[src/rtl/temp_sensor_reader_pkg.sv]
// temp_sensor_reader_pkg
//   Shared definitions for the board temperature sensor reader and the
//   CPLD_CONTROL logic that consumes its outputs.
//   - tsr_state_e : one-hot reader FSM state encoding (5 bits)
//   - frame layout: leading-zero field [15:13], temperature field [12:0]
//   - conversion  : 16 codes per degree C (LSB = 0.0625 C)
package temp_sensor_reader_pkg;

  typedef enum logic [4:0] {
    ST_IDLE     = 5'b00001,
    ST_CS_SETUP = 5'b00010,
    ST_SHIFT    = 5'b00100,
    ST_CS_HOLD  = 5'b01000,
    ST_UPDATE   = 5'b10000
  } tsr_state_e;

  localparam int unsigned TSR_FRAME_WL       = 16;
  localparam int unsigned TSR_DATA_WL        = 13;
  localparam int unsigned TSR_LZ_MSB         = 15;
  localparam int unsigned TSR_LZ_LSB         = 13;
  localparam int unsigned TSR_DATA_MSB       = 12;
  localparam int unsigned TSR_DATA_LSB       = 0;
  localparam int unsigned TSR_CODES_PER_DEGC = 16;

endpackage

[src/rtl/temp_sensor_reader_sck.sv]
// temp_sck_gen
//   SCK divider for the temperature sensor interface. While enabled, counts
//   C_SCK_DIV clocks per half-period; toggles the registered SCK level at the
//   end of a half-period when toggle_i is set. SCK idles high when disabled.
//   Ports:
//     clk_i        system clock
//     rst_ni       synchronous active-low reset
//     en_i         divider running (CS_SETUP / SHIFT / CS_HOLD)
//     toggle_i     allow SCK to toggle at the end of the current half-period
//     sck_o        registered SCK level
//     rise_o       high in the first cycle in which sck_o is high after a rise
//     fall_o       high in the first cycle in which sck_o is low after a fall
//     half_done_o  last cycle of the current half-period
module temp_sck_gen #(
  parameter int unsigned C_SCK_DIV = 4
) (
  input  logic clk_i,
  input  logic rst_ni,
  input  logic en_i,
  input  logic toggle_i,
  output logic sck_o,
  output logic rise_o,
  output logic fall_o,
  output logic half_done_o
);

  localparam int unsigned CNT_W = $clog2(C_SCK_DIV);

  logic [CNT_W-1:0] cnt_q, cnt_d;
  logic             sck_q, sck_d;
  logic             rise_q, rise_d;
  logic             fall_q, fall_d;
  logic             half_done;

  assign half_done = en_i && (cnt_q == CNT_W'(C_SCK_DIV - 1));

  always_comb begin
    cnt_d  = '0;
    sck_d  = 1'b1;
    rise_d = 1'b0;
    fall_d = 1'b0;
    if (en_i) begin
      cnt_d = half_done ? '0 : cnt_q + 1'b1;
      sck_d = sck_q;
      if (half_done && toggle_i) begin
        sck_d  = ~sck_q;
        rise_d = ~sck_q;
        fall_d = sck_q;
      end
    end
  end

  always_ff @(posedge clk_i) begin
    if (!rst_ni) begin
      cnt_q  <= '0;
      sck_q  <= 1'b1;
      rise_q <= 1'b0;
      fall_q <= 1'b0;
    end else begin
      cnt_q  <= cnt_d;
      sck_q  <= sck_d;
      rise_q <= rise_d;
      fall_q <= fall_d;
    end
  end

  assign sck_o       = sck_q;
  assign rise_o      = rise_q;
  assign fall_o      = fall_q;
  assign half_done_o = half_done;

endmodule

[src/rtl/temp_sensor_reader.sv]
// temp_sensor_reader
//   Periodically reads a 16-bit frame from the board temperature sensor
//   (CS/SCK/SO, MSB first), publishes the signed 13-bit temperature with a
//   one-cycle valid strobe, and keeps a hysteretic over-temperature flag and
//   a malformed-frame fault flag. All outputs are registered.
//   Ports:
//     CLK_IN               system clock
//     RESET_N_IN           synchronous active-low reset
//     Temp_sensor_SO_IN    sensor serial data
//     Temp_sensor_CS_OUT   chip select, active low
//     Temp_sensor_SCK_OUT  serial clock, idles high
//     Temp_Data_OUT        last good temperature (two's complement)
//     Temp_Valid_OUT       one-cycle pulse when Temp_Data_OUT updates
//     Over_Temp_OUT        over-temperature flag (set out of reset)
//     Sensor_Fault_OUT     last frame had non-zero leading bits
module temp_sensor_reader
  import temp_sensor_reader_pkg::*;
#(
  parameter bit          C_SIMULATION          = 1'b0,
  parameter int unsigned C_TEMP_SENSOR_PO_WL   = TSR_FRAME_WL,
  parameter int unsigned C_TEMP_SENSOR_DATA_WL = TSR_DATA_WL,
  parameter int unsigned C_SCK_DIV             = 4,
  parameter int unsigned C_POLL_PERIOD         = 40000,
  parameter int          C_MAX_TEMP_CODE       = 640,
  parameter int          C_HYST_CODE           = 64
) (
  input  logic                             CLK_IN,
  input  logic                             RESET_N_IN,
  input  logic                             Temp_sensor_SO_IN,
  output logic                             Temp_sensor_CS_OUT,
  output logic                             Temp_sensor_SCK_OUT,
  output logic [C_TEMP_SENSOR_DATA_WL-1:0] Temp_Data_OUT,
  output logic                             Temp_Valid_OUT,
  output logic                             Over_Temp_OUT,
  output logic                             Sensor_Fault_OUT
);

  localparam int unsigned PO     = C_TEMP_SENSOR_PO_WL;
  localparam int unsigned DW     = C_TEMP_SENSOR_DATA_WL;
  localparam int unsigned EW     = DW + 1;
  localparam int unsigned PERIOD = C_SIMULATION ? 64 : C_POLL_PERIOD;
  localparam int unsigned PCNT_W = $clog2(PERIOD);
  localparam int unsigned BCNT_W = $clog2(PO + 1);

  localparam logic signed [EW-1:0] SET_THR = EW'(C_MAX_TEMP_CODE);
  localparam logic signed [EW-1:0] CLR_THR = EW'(C_MAX_TEMP_CODE - C_HYST_CODE);

  tsr_state_e        state_q, state_d;
  logic [PCNT_W-1:0] pcnt_q, pcnt_d;
  logic [BCNT_W-1:0] bcnt_q, bcnt_d;
  logic [PO-1:0]     shift_q, shift_d;
  logic              cs_q, cs_d;
  logic [DW-1:0]     data_q, data_d;
  logic              valid_q, valid_d;
  logic              over_q, over_d;
  logic              fault_q, fault_d;
  logic              first_q, first_d;

  logic              sck_en, sck_toggle, sck, sck_rise, sck_fall, half_done;
  logic              last_bit;
  logic              frame_ok;
  logic signed [EW-1:0] temp_ext;

  assign sck_en   = (state_q == ST_CS_SETUP) || (state_q == ST_SHIFT) ||
                    (state_q == ST_CS_HOLD);
  assign last_bit = (bcnt_q == BCNT_W'(PO));
  // SCK drops on entry to SHIFT and keeps toggling until the high half of
  // the final bit has run its full length; it then stays high into CS_HOLD.
  assign sck_toggle = (state_q == ST_CS_SETUP) ||
                      ((state_q == ST_SHIFT) && !(sck && last_bit));

  temp_sck_gen #(
    .C_SCK_DIV (C_SCK_DIV)
  ) u_sck (
    .clk_i       (CLK_IN),
    .rst_ni      (RESET_N_IN),
    .en_i        (sck_en),
    .toggle_i    (sck_toggle),
    .sck_o       (sck),
    .rise_o      (sck_rise),
    .fall_o      (sck_fall),
    .half_done_o (half_done)
  );

  assign frame_ok = (shift_q[PO-1:DW] == '0);
  assign temp_ext = {shift_q[DW-1], shift_q[DW-1:0]};

  always_comb begin
    state_d = state_q;
    pcnt_d  = pcnt_q;
    bcnt_d  = bcnt_q;
    shift_d = shift_q;
    data_d  = data_q;
    valid_d = 1'b0;
    over_d  = over_q;
    fault_d = fault_q;
    first_d = first_q;

    case (state_q)
      ST_IDLE: begin
        if (pcnt_q == PCNT_W'(PERIOD - 1)) begin
          pcnt_d  = '0;
          state_d = ST_CS_SETUP;
        end else begin
          pcnt_d = pcnt_q + 1'b1;
        end
      end
      ST_CS_SETUP: begin
        bcnt_d = '0;
        if (half_done) state_d = ST_SHIFT;
      end
      ST_SHIFT: begin
        if (sck_rise && !sck_fall) begin
          shift_d = {shift_q[PO-2:0], Temp_sensor_SO_IN};
          bcnt_d  = bcnt_q + 1'b1;
        end
        if (half_done && sck && last_bit) state_d = ST_CS_HOLD;
      end
      ST_CS_HOLD: begin
        // Results are registered on the way into UPDATE so that the valid
        // strobe and new flags are visible during the UPDATE cycle itself.
        if (half_done) begin
          state_d = ST_UPDATE;
          if (frame_ok) begin
            data_d  = shift_q[DW-1:0];
            valid_d = 1'b1;
            fault_d = 1'b0;
            first_d = 1'b0;
            if (first_q) begin
              over_d = (temp_ext > SET_THR);
            end else if (temp_ext > SET_THR) begin
              over_d = 1'b1;
            end else if (temp_ext < CLR_THR) begin
              over_d = 1'b0;
            end
          end else begin
            fault_d = 1'b1;
          end
        end
      end
      ST_UPDATE: begin
        state_d = ST_IDLE;
        pcnt_d  = '0;
      end
      default: begin
        state_d = ST_IDLE;
        pcnt_d  = '0;
      end
    endcase

    cs_d = !((state_d == ST_CS_SETUP) || (state_d == ST_SHIFT) ||
             (state_d == ST_CS_HOLD));
  end

  always_ff @(posedge CLK_IN) begin
    if (!RESET_N_IN) begin
      state_q <= ST_IDLE;
      pcnt_q  <= PCNT_W'(PERIOD - 1);
      bcnt_q  <= '0;
      shift_q <= '0;
      cs_q    <= 1'b1;
      data_q  <= '0;
      valid_q <= 1'b0;
      over_q  <= 1'b1;
      fault_q <= 1'b0;
      first_q <= 1'b1;
    end else begin
      state_q <= state_d;
      pcnt_q  <= pcnt_d;
      bcnt_q  <= bcnt_d;
      shift_q <= shift_d;
      cs_q    <= cs_d;
      data_q  <= data_d;
      valid_q <= valid_d;
      over_q  <= over_d;
      fault_q <= fault_d;
      first_q <= first_d;
    end
  end

  assign Temp_sensor_CS_OUT  = cs_q;
  assign Temp_sensor_SCK_OUT = sck;
  assign Temp_Data_OUT       = data_q;
  assign Temp_Valid_OUT      = valid_q;
  assign Over_Temp_OUT       = over_q;
  assign Sensor_Fault_OUT    = fault_q;

endmodule

[config.mk]
export PLATFORM = sky130hd
export DESIGN_NAME = temp_sensor_reader
export DESIGN_NICKNAME = d
export VERILOG_FILES = /design/src/rtl/temp_sensor_reader_pkg.sv /design/src/rtl/temp_sensor_reader_sck.sv /design/src/rtl/temp_sensor_reader.sv
export SDC_FILE = /design/constraint.sdc
export NUM_CORES = 1
export LEC_CHECK = 0
export ABC_AREA = 1
export BUFFER_PORTS_ARGS = -buffer_cell sky130_fd_sc_hd__buf_2
export CAP_MARGIN = 20
export CORE_MARGIN = 4
export CORE_UTILIZATION = 65
export CTS_BUF_LIST = sky130_fd_sc_hd__clkbuf_8
export DETAILED_ROUTE_END_ITERATION = 16
export GPL_ROUTABILITY_DRIVEN = 0
export PLACE_DENSITY = 0.91
export RECOVER_POWER = 100
export SYNTH_ARGS = -nofsm -noshare
export SYNTH_HDL_FRONTEND = slang
export SYNTH_SLANG_ARGS = --single-unit
export TNS_END_PERCENT = 5
[constraint.sdc]
create_clock -name CLK_IN -period 4.37 [get_ports CLK_IN]
set_input_delay 0.874 -clock CLK_IN [delete_from_list [all_inputs] [get_ports CLK_IN]]
set_output_delay 0.874 -clock CLK_IN [all_outputs]
set_load 0.02 [all_outputs]
* Word level (Yosys, flattened, before mapping)
Index checks and enable logic that the tools add are counted.
** Cells by class
- Magnitude comparators :: 2
- Add/subtract/negate cells :: 3
- Mux-type cells :: 14
- Bitwise operators :: 3
- Equality and inequality tests :: 11
- Reduce and logical (&&, ||, !) cells :: 28
** Operators by type and width (number)
- 16-bit one-hot mux with 2 select lines :: 1
- 5-bit two-way mux :: 5
- 5-bit one-hot mux with 4 select lines :: 1
- 16-bit by 1-bit adder with 16-bit output (second input constant) :: 1
- 16-bit equality test (second input constant) :: 1
- 16-bit two-way mux :: 1
- 13-bit by 11-bit greater-than comparator with 1-bit output (second input constant) :: 1
- 13-bit by 11-bit < comparator with 1-bit output (second input constant) :: 1
- 5-bit by 2-bit equality test with 1-bit output (second input constant) :: 2
- 5-bit by 3-bit equality test with 1-bit output (second input constant) :: 2
- 5-bit by 4-bit equality test with 1-bit output (second input constant) :: 2
- 5-bit one-hot mux with 2 select lines :: 1
- 3-bit AND reduction :: 3
- 2-bit AND reduction :: 4
- 1-bit logical AND :: 7
- 3-bit OR reduction :: 2
- 5-bit by 1-bit adder with 5-bit output (second input constant) :: 1
- 5-bit by 1-bit equality test with 1-bit output (second input constant) :: 1
- 5-bit equality test (second input constant) :: 1
- 1-bit logical OR :: 5
- 1-bit two-way mux :: 5
- 4-bit AND reduction :: 1
- 1-bit zero test :: 3
- 3-bit zero test :: 1
- 6 further kinds :: 8
** Storage, ports and cells
- Register bits :: 65
- Input port bits :: 3
- Output and inout port bits :: 18
- Word-level logic and storage cells :: 75

* Longest topological paths before layout
Gate-level depths: netlist of run 1.
- Word-level depth :: 12
- Gate-level depth with buffers :: 9
- Mapped depth without buffers :: 9

* Hierarchy
A second synthesis of run 1 with hierarchy kept.
** Unflattened totals
- Cells, all modules :: 422
- Area, all modules :: 2972.9 µm²
** By module, submodules not included
- temp_sensor_reader :: cells each 402, times used 1, area an instance 2796.4 µm², sequential area each 1201.2 µm²
- temp_sck_gen :: cells each 20, times used 1, area an instance 176.4 µm², sequential area each 100.1 µm²

* Worst setup path before layout of run 1
Ideal clock, no wire load.
- Path type :: input to register
- From :: input port RESET_N_IN
- To :: register state_q[4]
- Data arrival time :: 1559 ps
- Cell stages on the path :: 4
- Slack :: 2684 ps
- Buffers on the path :: 2
- Required time :: 4242 ps
- Cell sequence :: buf_2 inv_2 clkbuf_1 nor2_1
** RTL lines
- start: declaration :: RTL line temp_sensor_reader.sv:28 : input logic RESET_N_IN,
- end signal: assignment :: RTL line temp_sensor_reader.sv:168 : state_q <= state_d;
- end: declaration :: RTL line temp_sensor_reader.sv:48 : tsr_state_e state_q, state_d;
No word-level cell between the ends.

==> results.py, run 1 <==
metrics = {
    "status": {
        "status": "finished with violations",
        "violations": "capacitance limit, slew limit",
    },
    "detailed_routing": {
        "via_per_inst": 5.72,
        "drc_errors": 0,
        "drt_iter0_drc": 276,
        "first_pass_iters": 5,
        "wl_mm": 6.58,
        "post_drt_wl_per_cell_um": 13.4,
        "vias": 2819,
        "drtAntennaViolNets": 0,
    },
    "clock_network": {
        "h-tree-depth": 3,
        "post_cts_buffers": 0,
        "clkSinkCount": 65,
        "cts_tree": "built",
        "clk_path_buf_depth": 2,
        "cts_resized": 0,
        "root_buffer": "clkbuf_8",
        "insertion_delay_ns": 0.34,
        "cts-buffers-inserted": 9,
        "hold_buffers": 0,
        "path_clk_slew_ns": 0.07,
    },
    "sta": {
        "hold_violations": 0,
        "skew_ns": 0.00779,
        "grt_setup_unrepaired": "no",
        "holdWs_ns": 0.439,
        "fmax_mhz": 339,
        "min_period_ns": 2.95,
        "maxSlewViolCount": 46,
        "finalCritPeriodShare": 0.675,
        "setup_violations": 0,
        "worstMarginPinSlew_ns": 1.79,
        "slew_headroom": -0.192,
        "finalSetupTns_ns": 0,
    },
    "cells_and_area": {
        "antenna_cells": 0,
        "area_growth_syn_to_layout_pct": 4.55,
        "mostFrequentLayoutCells": "nand2_1 (100), dfxtp_1 (65), nor2_1 (57), nand3_1 (47), inv_1 (31)",
        "multi_input_area_um2": 1480,
        "fin_nets": 443,
        "finish.instance_area_um2": 3250,
        "layout_commonest_cell": "nand2_1",
        "drive_gt1_frac": 0.0862,
        "nFillCells": 369,
        "ff_latch_area_um2": 1300,
    },
    "global_routing": {
        "grt_max_degree": 46,
        "grt_antenna_before_repair": 0,
        "grt_pass1_wl_mm": 11.5,
        "grt_pass1_vias": 2613,
        "grt-ovfl-total": 0,
        "grtUsageTotal": 0.236,
    },
    "worst_setup_path": {
        "required_ns": 4.65,
        "reg2reg_from": "state_q[0]",
        "critPathKind": "input port to flop",
        "worstPathCellList": "clkbuf_1, inv_2, nor2_8, nand2_1, nand2_1",
        "arrival_ns": 3.23,
        "crit_path_start_kind": "input port",
        "critPathMaxFanout": 45,
        "crit_start": "RESET_N_IN",
        "slowest_stage": "clkbuf_1",
        "path_common_cell": "nand2_1",
        "slowest_delay_ns": 1.26,
        "endpoint_kind": "flop",
        "r2r_slack_ns": 1.75,
    },
    "floorplan": {
        "start_util": 0.694,
        "rows": 24,
        "die_area_um2": 5950,
        "core_area_um2": 4470,
        "ios": 21,
        "die_h_um": 77.1,
        "die_x_um": 77.1,
    },
    "worst_hold_path": {
        "min-delay-start": "u_sck.cnt_q[0]",
        "worstHoldPathType": "flop to flop",
    },
    "logic_synthesis": {
        "yosysWarnings": 0,
        "syn_nets": 427,
        "synthCells": 420,
        "synth_area_um2": 3110,
        "synth.yosys.seq_area_share": 0.419,
        "yosysTopAreaCellShare": 0.419,
        "yosysTopAreaCell": "dfxtp_1",
        "async_reset_ff_frac": 0,
        "synth_cell_type_count": 35,
        "dominantRegCellSynth": "dfxtp_1",
        "ys_seq_elements": 65,
        "syn_avg_cell_area_um2": 7.39,
        "synth_edf_count": 0,
        "synthTopCellsByArea": "dfxtp_1 (42%), nand2_1 (11%), nand3_1 (7.4%)",
    },
    "pwr": {
        "p_clk_frac": 0.308,
        "peakVddDrop_mv": 0.331,
        "internal-power_mw": 0.982,
        "power_leakage_nw": 1.37,
        "switching_share": 0.345,
        "p_seq_frac": 0.469,
        "power_frac_comb": 0.223,
        "p_per_area_nw_per_um2": 462,
        "p_switching_mw": 0.517,
    },
    "placed_design": {
        "placed_area_um2": 3170,
        "port_buffers": 20,
        "hpwlAfterDp_mm": 4.41,
    },
    "run": {
        "cap_violations": 1,
    },
}
-- area by class of cell --
cell class / instances / share of cell area
Sequential cell: 65 / 0.401
Multi-Input combinational cell: 302 / 0.455
Clock inverter: 5 / 0.00925
Inverter: 38 / 0.0443
Timing Repair Buffer: 20 / 0.0235
Tap cell: 52 / 0.0200
Clock buffer: 11 / 0.0466
-- critical path, delay by kind of cell --
| family | cells | cell delay [ns] |
|---|---|---|
| buf+inv | 2 | 1.79 |
| simple gates | 3 | 0.54 |
-- path summary, 6_finish.rpt --
path                 endpoint  depth (start not counted)
min            u_sck.cnt_q[0]                          1
max          Temp_Data_OUT[3]                          5
max reg2reg       shift_q[11]                          7
min reg2reg    u_sck.cnt_q[0]                          1
-- power by group through the flow --
stage / Clock [mW] / Combinational (mW) / Sequential, mW
after detailed placement: 0 / 0.330 / 0.715
after floorplan: 0 / 0.268 / 0.701
after global placement: 0 / 0.313 / 0.713
after global routing: 0.501 / 0.368 / 0.708
final: 0.462 / 0.334 / 0.703
after CTS: 0.469 / 0.333 / 0.701
-- routing by layer --
layer | share of wire | vias to the layer above | global-route usage
met3 | 0.064 | 13 | 0.0644
li1 | - | 1413 | -
met2 | 0.47 | 93 | 0.388
met5 | 0 | - | 0
met4 | 0.013 | 0 | 0.0836
met1 | 0.45 | 1300 | 0.296
-- cells in the mapped netlist (2+ instances only) --
library cell and n:
a21oi_1 25, and2_1 3, buf_2 5, buf_4 2, buf_6 2, clkbuf_1 4
dfxtp_1 65, ha_1 4, inv_1 30, inv_2 7, nand2_1 89, nand2_2 11
nand2_4 2, nand3_1 46, nand3_2 2, nand3_4 2, nand3b_1 3, nand4_1 16
nor2_1 54, nor2_2 3, nor2_4 5, nor3_2 4, o211ai_1 4, o21ai_0 14
o21ai_1 6, o21bai_1 3
-- state kept, by name (all words and copies together) (netlist names), 2 cells and up --
name and cells:
shift_q 16, pcnt_q 16, Temp_Data_OUT 13, bcnt_q 5, u_sck.cnt_q 2, state_q 5
-- cell families after synthesis --
kind of cell / count (synthesis) / share of synthesized area
adder cells (fa/ha/maj): 4 / 0.0161
AND/OR/NAND/NOR: 244 / 0.391
buffers and inverters: 53 / 0.0790
XOR/XNOR: 1 / 0.00282
flip-flops: 65 / 0.419
AO/OA/AOI/OAI: 53 / 0.0923
-- stage by stage --
stage | util | worst slack, ns | total power [mW] | instances
floorplan | - | 2.68 | 0.968 | 420
global placement | 0.708 | 2.01 | 1.03 | 477
detailed placement | 0.708 | 1.95 | 1.05 | 477
CTS | 0.749 | 2.32 | 1.50 | 493
global route | 0.726 | 1.16 | 1.58 | 493
finish | 0.726 | 1.42 | 1.50 | 493
No activity file was read; power rests on OpenSTA's default activity.
==> inputs of run 2 (changes only) <==
--- a/config.mk
+++ b/config.mk
@@ -5,15 +5,15 @@
 export SDC_FILE = /design/constraint.sdc
 export NUM_CORES = 1
 export LEC_CHECK = 0
-export ABC_AREA = 1
+export ABC_AREA = 0
 export BUFFER_PORTS_ARGS = -buffer_cell sky130_fd_sc_hd__buf_2
 export CAP_MARGIN = 20
 export CORE_MARGIN = 4
-export CORE_UTILIZATION = 65
+export CORE_UTILIZATION = 62
 export CTS_BUF_LIST = sky130_fd_sc_hd__clkbuf_8
 export DETAILED_ROUTE_END_ITERATION = 16
 export GPL_ROUTABILITY_DRIVEN = 0
-export PLACE_DENSITY = 0.91
+export PLACE_DENSITY = 0.88
 export RECOVER_POWER = 100
 export SYNTH_ARGS = -nofsm -noshare
 export SYNTH_HDL_FRONTEND = slang
==> constraint.sdc (replaced) <==
create_clock -name CLK_IN -period 3 [get_ports CLK_IN]
set_input_delay 0.6 -clock CLK_IN [delete_from_list [all_inputs] [get_ports CLK_IN]]
set_output_delay 0.6 -clock CLK_IN [all_outputs]
set_load 0.02 [all_outputs]
==> results.py, run 2 <==
metrics = {
    "status": {
        "status": "finished, final reports clean",
    },
    "detailed_routing": {
        "post_drt_wl_per_cell_um": 14.9,
        "wl_mm": 6.14,
        "drt_iter0_drc": 311,
        "drtAntennaViolNets": 0,
        "drc_errors": 0,
        "vias": 2532,
        "via_per_inst": 6.15,
        "first_pass_iters": 5,
    },
    "clock_network": {
        "hold_buffers": 0,
        "clk_path_buf_depth": 2,
        "cts_tree": "built",
        "path_clk_slew_ns": 0.07,
        "cts_resized": 0,
        "h-tree-depth": 3,
        "root_buffer": "clkbuf_8",
        "insertion_delay_ns": 0.34,
        "cts-buffers-inserted": 9,
        "post_cts_buffers": 0,
        "clkSinkCount": 65,
    },
    "worst_setup_path": {
        "worstPathCellList": "or4b_2, nor4_1, nor2_1, a211oi_1, nor2_1",
        "r2r_slack_ns": 0.51,
        "critPathBufInv": 0,
        "slowest_delay_ns": 0.67,
        "arrival_ns": 2.71,
        "crit_path_start_kind": "flop",
        "required_ns": 3.23,
        "critPathMaxFanout": 10,
        "slowest_stage": "or4b_2",
        "critical-path-top-delay-family": "simple AND/OR/NAND/NOR gates",
        "path_common_cell": "nor2_1",
        "critPathKind": "flop to flop",
        "endpoint_kind": "flop",
    },
    "global_routing": {
        "grtUsageMet3": 0.0409,
        "busiest_layer": "met2",
        "grt_max_degree": 46,
        "grt-ovfl-total": 0,
        "grt_pass1_wl_mm": 10.2,
        "grtUsageTotal": 0.234,
        "grtUsageMet2": 0.367,
        "grt_antenna_before_repair": 0,
        "grt_pass1_vias": 2198,
        "use_met1": 0.317,
    },
    "sta": {
        "slew_headroom": 0.270,
        "hold_violations": 0,
        "setup_violations": 0,
        "grt_setup_unrepaired": "no",
        "worstMarginPinSlew_ns": 1.09,
        "skew_ns": 0.0111,
        "finalCritPeriodShare": 0.829,
        "fmax_mhz": 402,
        "holdWs_ns": 0.425,
        "min_period_ns": 2.49,
        "finalSetupTns_ns": 0,
        "maxSlewViolCount": 0,
    },
    "floorplan": {
        "die_x_um": 75.5,
        "start_util": 0.645,
        "die_h_um": 75.5,
        "rows": 24,
        "core_area_um2": 4380,
        "die_area_um2": 5700,
        "ios": 21,
    },
    "logic_synthesis": {
        "syn_nets": 344,
        "dominantRegCellSynth": "dfxtp_1",
        "synth_cell_type_count": 46,
        "syn_avg_cell_area_um2": 8.39,
        "synth_edf_count": 0,
        "synthCells": 337,
        "ys_seq_elements": 65,
        "yosysMostFrequentCell": "dfxtp_1",
        "synthTopCellsByArea": "dfxtp_1 (46%), nand2_1 (7.3%), a21oi_1 (5.1%)",
        "synth.yosys.seq_area_share": 0.460,
        "yosysTopAreaCell": "dfxtp_1",
        "yosysWarnings": 0,
        "synth_area_um2": 2830,
        "synth_common_cells": "dfxtp_1 (65), nand2_1 (55), nor2_1 (30), a21oi_1 (29), nand3_1 (21)",
        "async_reset_ff_frac": 0,
        "yosysTopAreaCellShare": 0.460,
    },
    "pwr": {
        "power_mw": 2.35,
        "power_leakage_nw": 1.24,
        "p_per_area_nw_per_um2": 753,
        "peakVddDrop_mv": 0.452,
    },
    "worst_hold_path": {
        "worstHoldPathType": "flop to flop",
    },
    "cells_and_area": {
        "area_growth_syn_to_layout_pct": 10.5,
        "post-route-util": 0.713,
        "drive_gt1_frac": 0.0639,
        "layout_commonest_cell": "dfxtp_1",
        "mostFrequentLayoutCells": "dfxtp_1 (65), nand2_1 (55), nor2_1 (30), a21oi_1 (29), nand3_1 (21)",
        "fin_nets": 362,
        "antenna_cells": 0,
    },
    "placed_design": {
        "port_buffers": 20,
        "hpwlAfterDp_mm": 3.90,
    },
    "run": {
        "cap_violations": 0,
    },
}
[run 2: changes by cell type after synthesis, sizes merged, moves of 8 or more]
cell    change
nand2      -47
inv        -30
nand3      -29
nor2       -33
mux2i      +13
nand4      -12
clkbuf      +8
[run 2: worst reg2reg max path: cells and delay by family, from the launching register on]
family / cells / cell delay [ns]
AND/OR/NAND/NOR: 4 / 1.72
AO/OA/AOI/OAI: 1 / 0.29
flip-flops: 1 / 0.36
[run 2: stage by stage]
step	instance area [µm²]	std cells	setup slack, ns
floorplan	2830	337	1.11
global placement	2950	396	1.03
detailed placement	2950	396	0.951
CTS	3170	412	0.876
global route	3120	412	0.363
finish	3120	412	0.514
[run 2: layout make-up]
class,count,area (µm²)
Clock buffer,10,138
Sequential cell,65,1300
Fill cell,339,1260
Timing Repair Buffer,24,100
Inverter,7,26.3
Tap cell,52,65.1
Multi-Input combinational cell,248,1400
Clock inverter,6,90.1
[run 2: routing by layer]
metal  part of all wire  wire, µm
met5                  0         0
met4              0.018       109
met3              0.063       385
met2               0.48      2950
met1               0.44      2700
[run 2: worst paths after layout]
path / endpoint / from / cells past startpoint
worst max-delay path: pcnt_q[3] / pcnt_q[7] / 5
worst min register to register: u_sck.cnt_q[0] / u_sck.cnt_q[0] / 1
worst max register to register: pcnt_q[3] / pcnt_q[7] / 5
worst min-delay path: u_sck.cnt_q[0] / u_sck.cnt_q[0] / 1
[run 2: kinds of logic (layout without fill, tap and decap cells)]
logic type                 after synthesis  after routing  share of synthesized area
adders and majority gates                4              4                     0.0177
xor gates and xnor gates                 4              4                     0.0124
AOI/OAI and AO/OA                       69             69                      0.150
muxes                                   13             13                     0.0460
DFF                                     65             65                      0.460
buffers and inverters                   24             47                     0.0363
and+or+nand+nor                        158            158                      0.278
[run 2: where the power goes]
| part | internal [mW] | switching, mW | total, mW |
|---|---|---|---|
| logic | 0.179 | 0.302 | 0.482 |
| registers | 0.937 | 0.0931 | 1.03 |
| clock network | 0.493 | 0.347 | 0.840 |
| total | 1.61 | 0.742 | 2.35 |
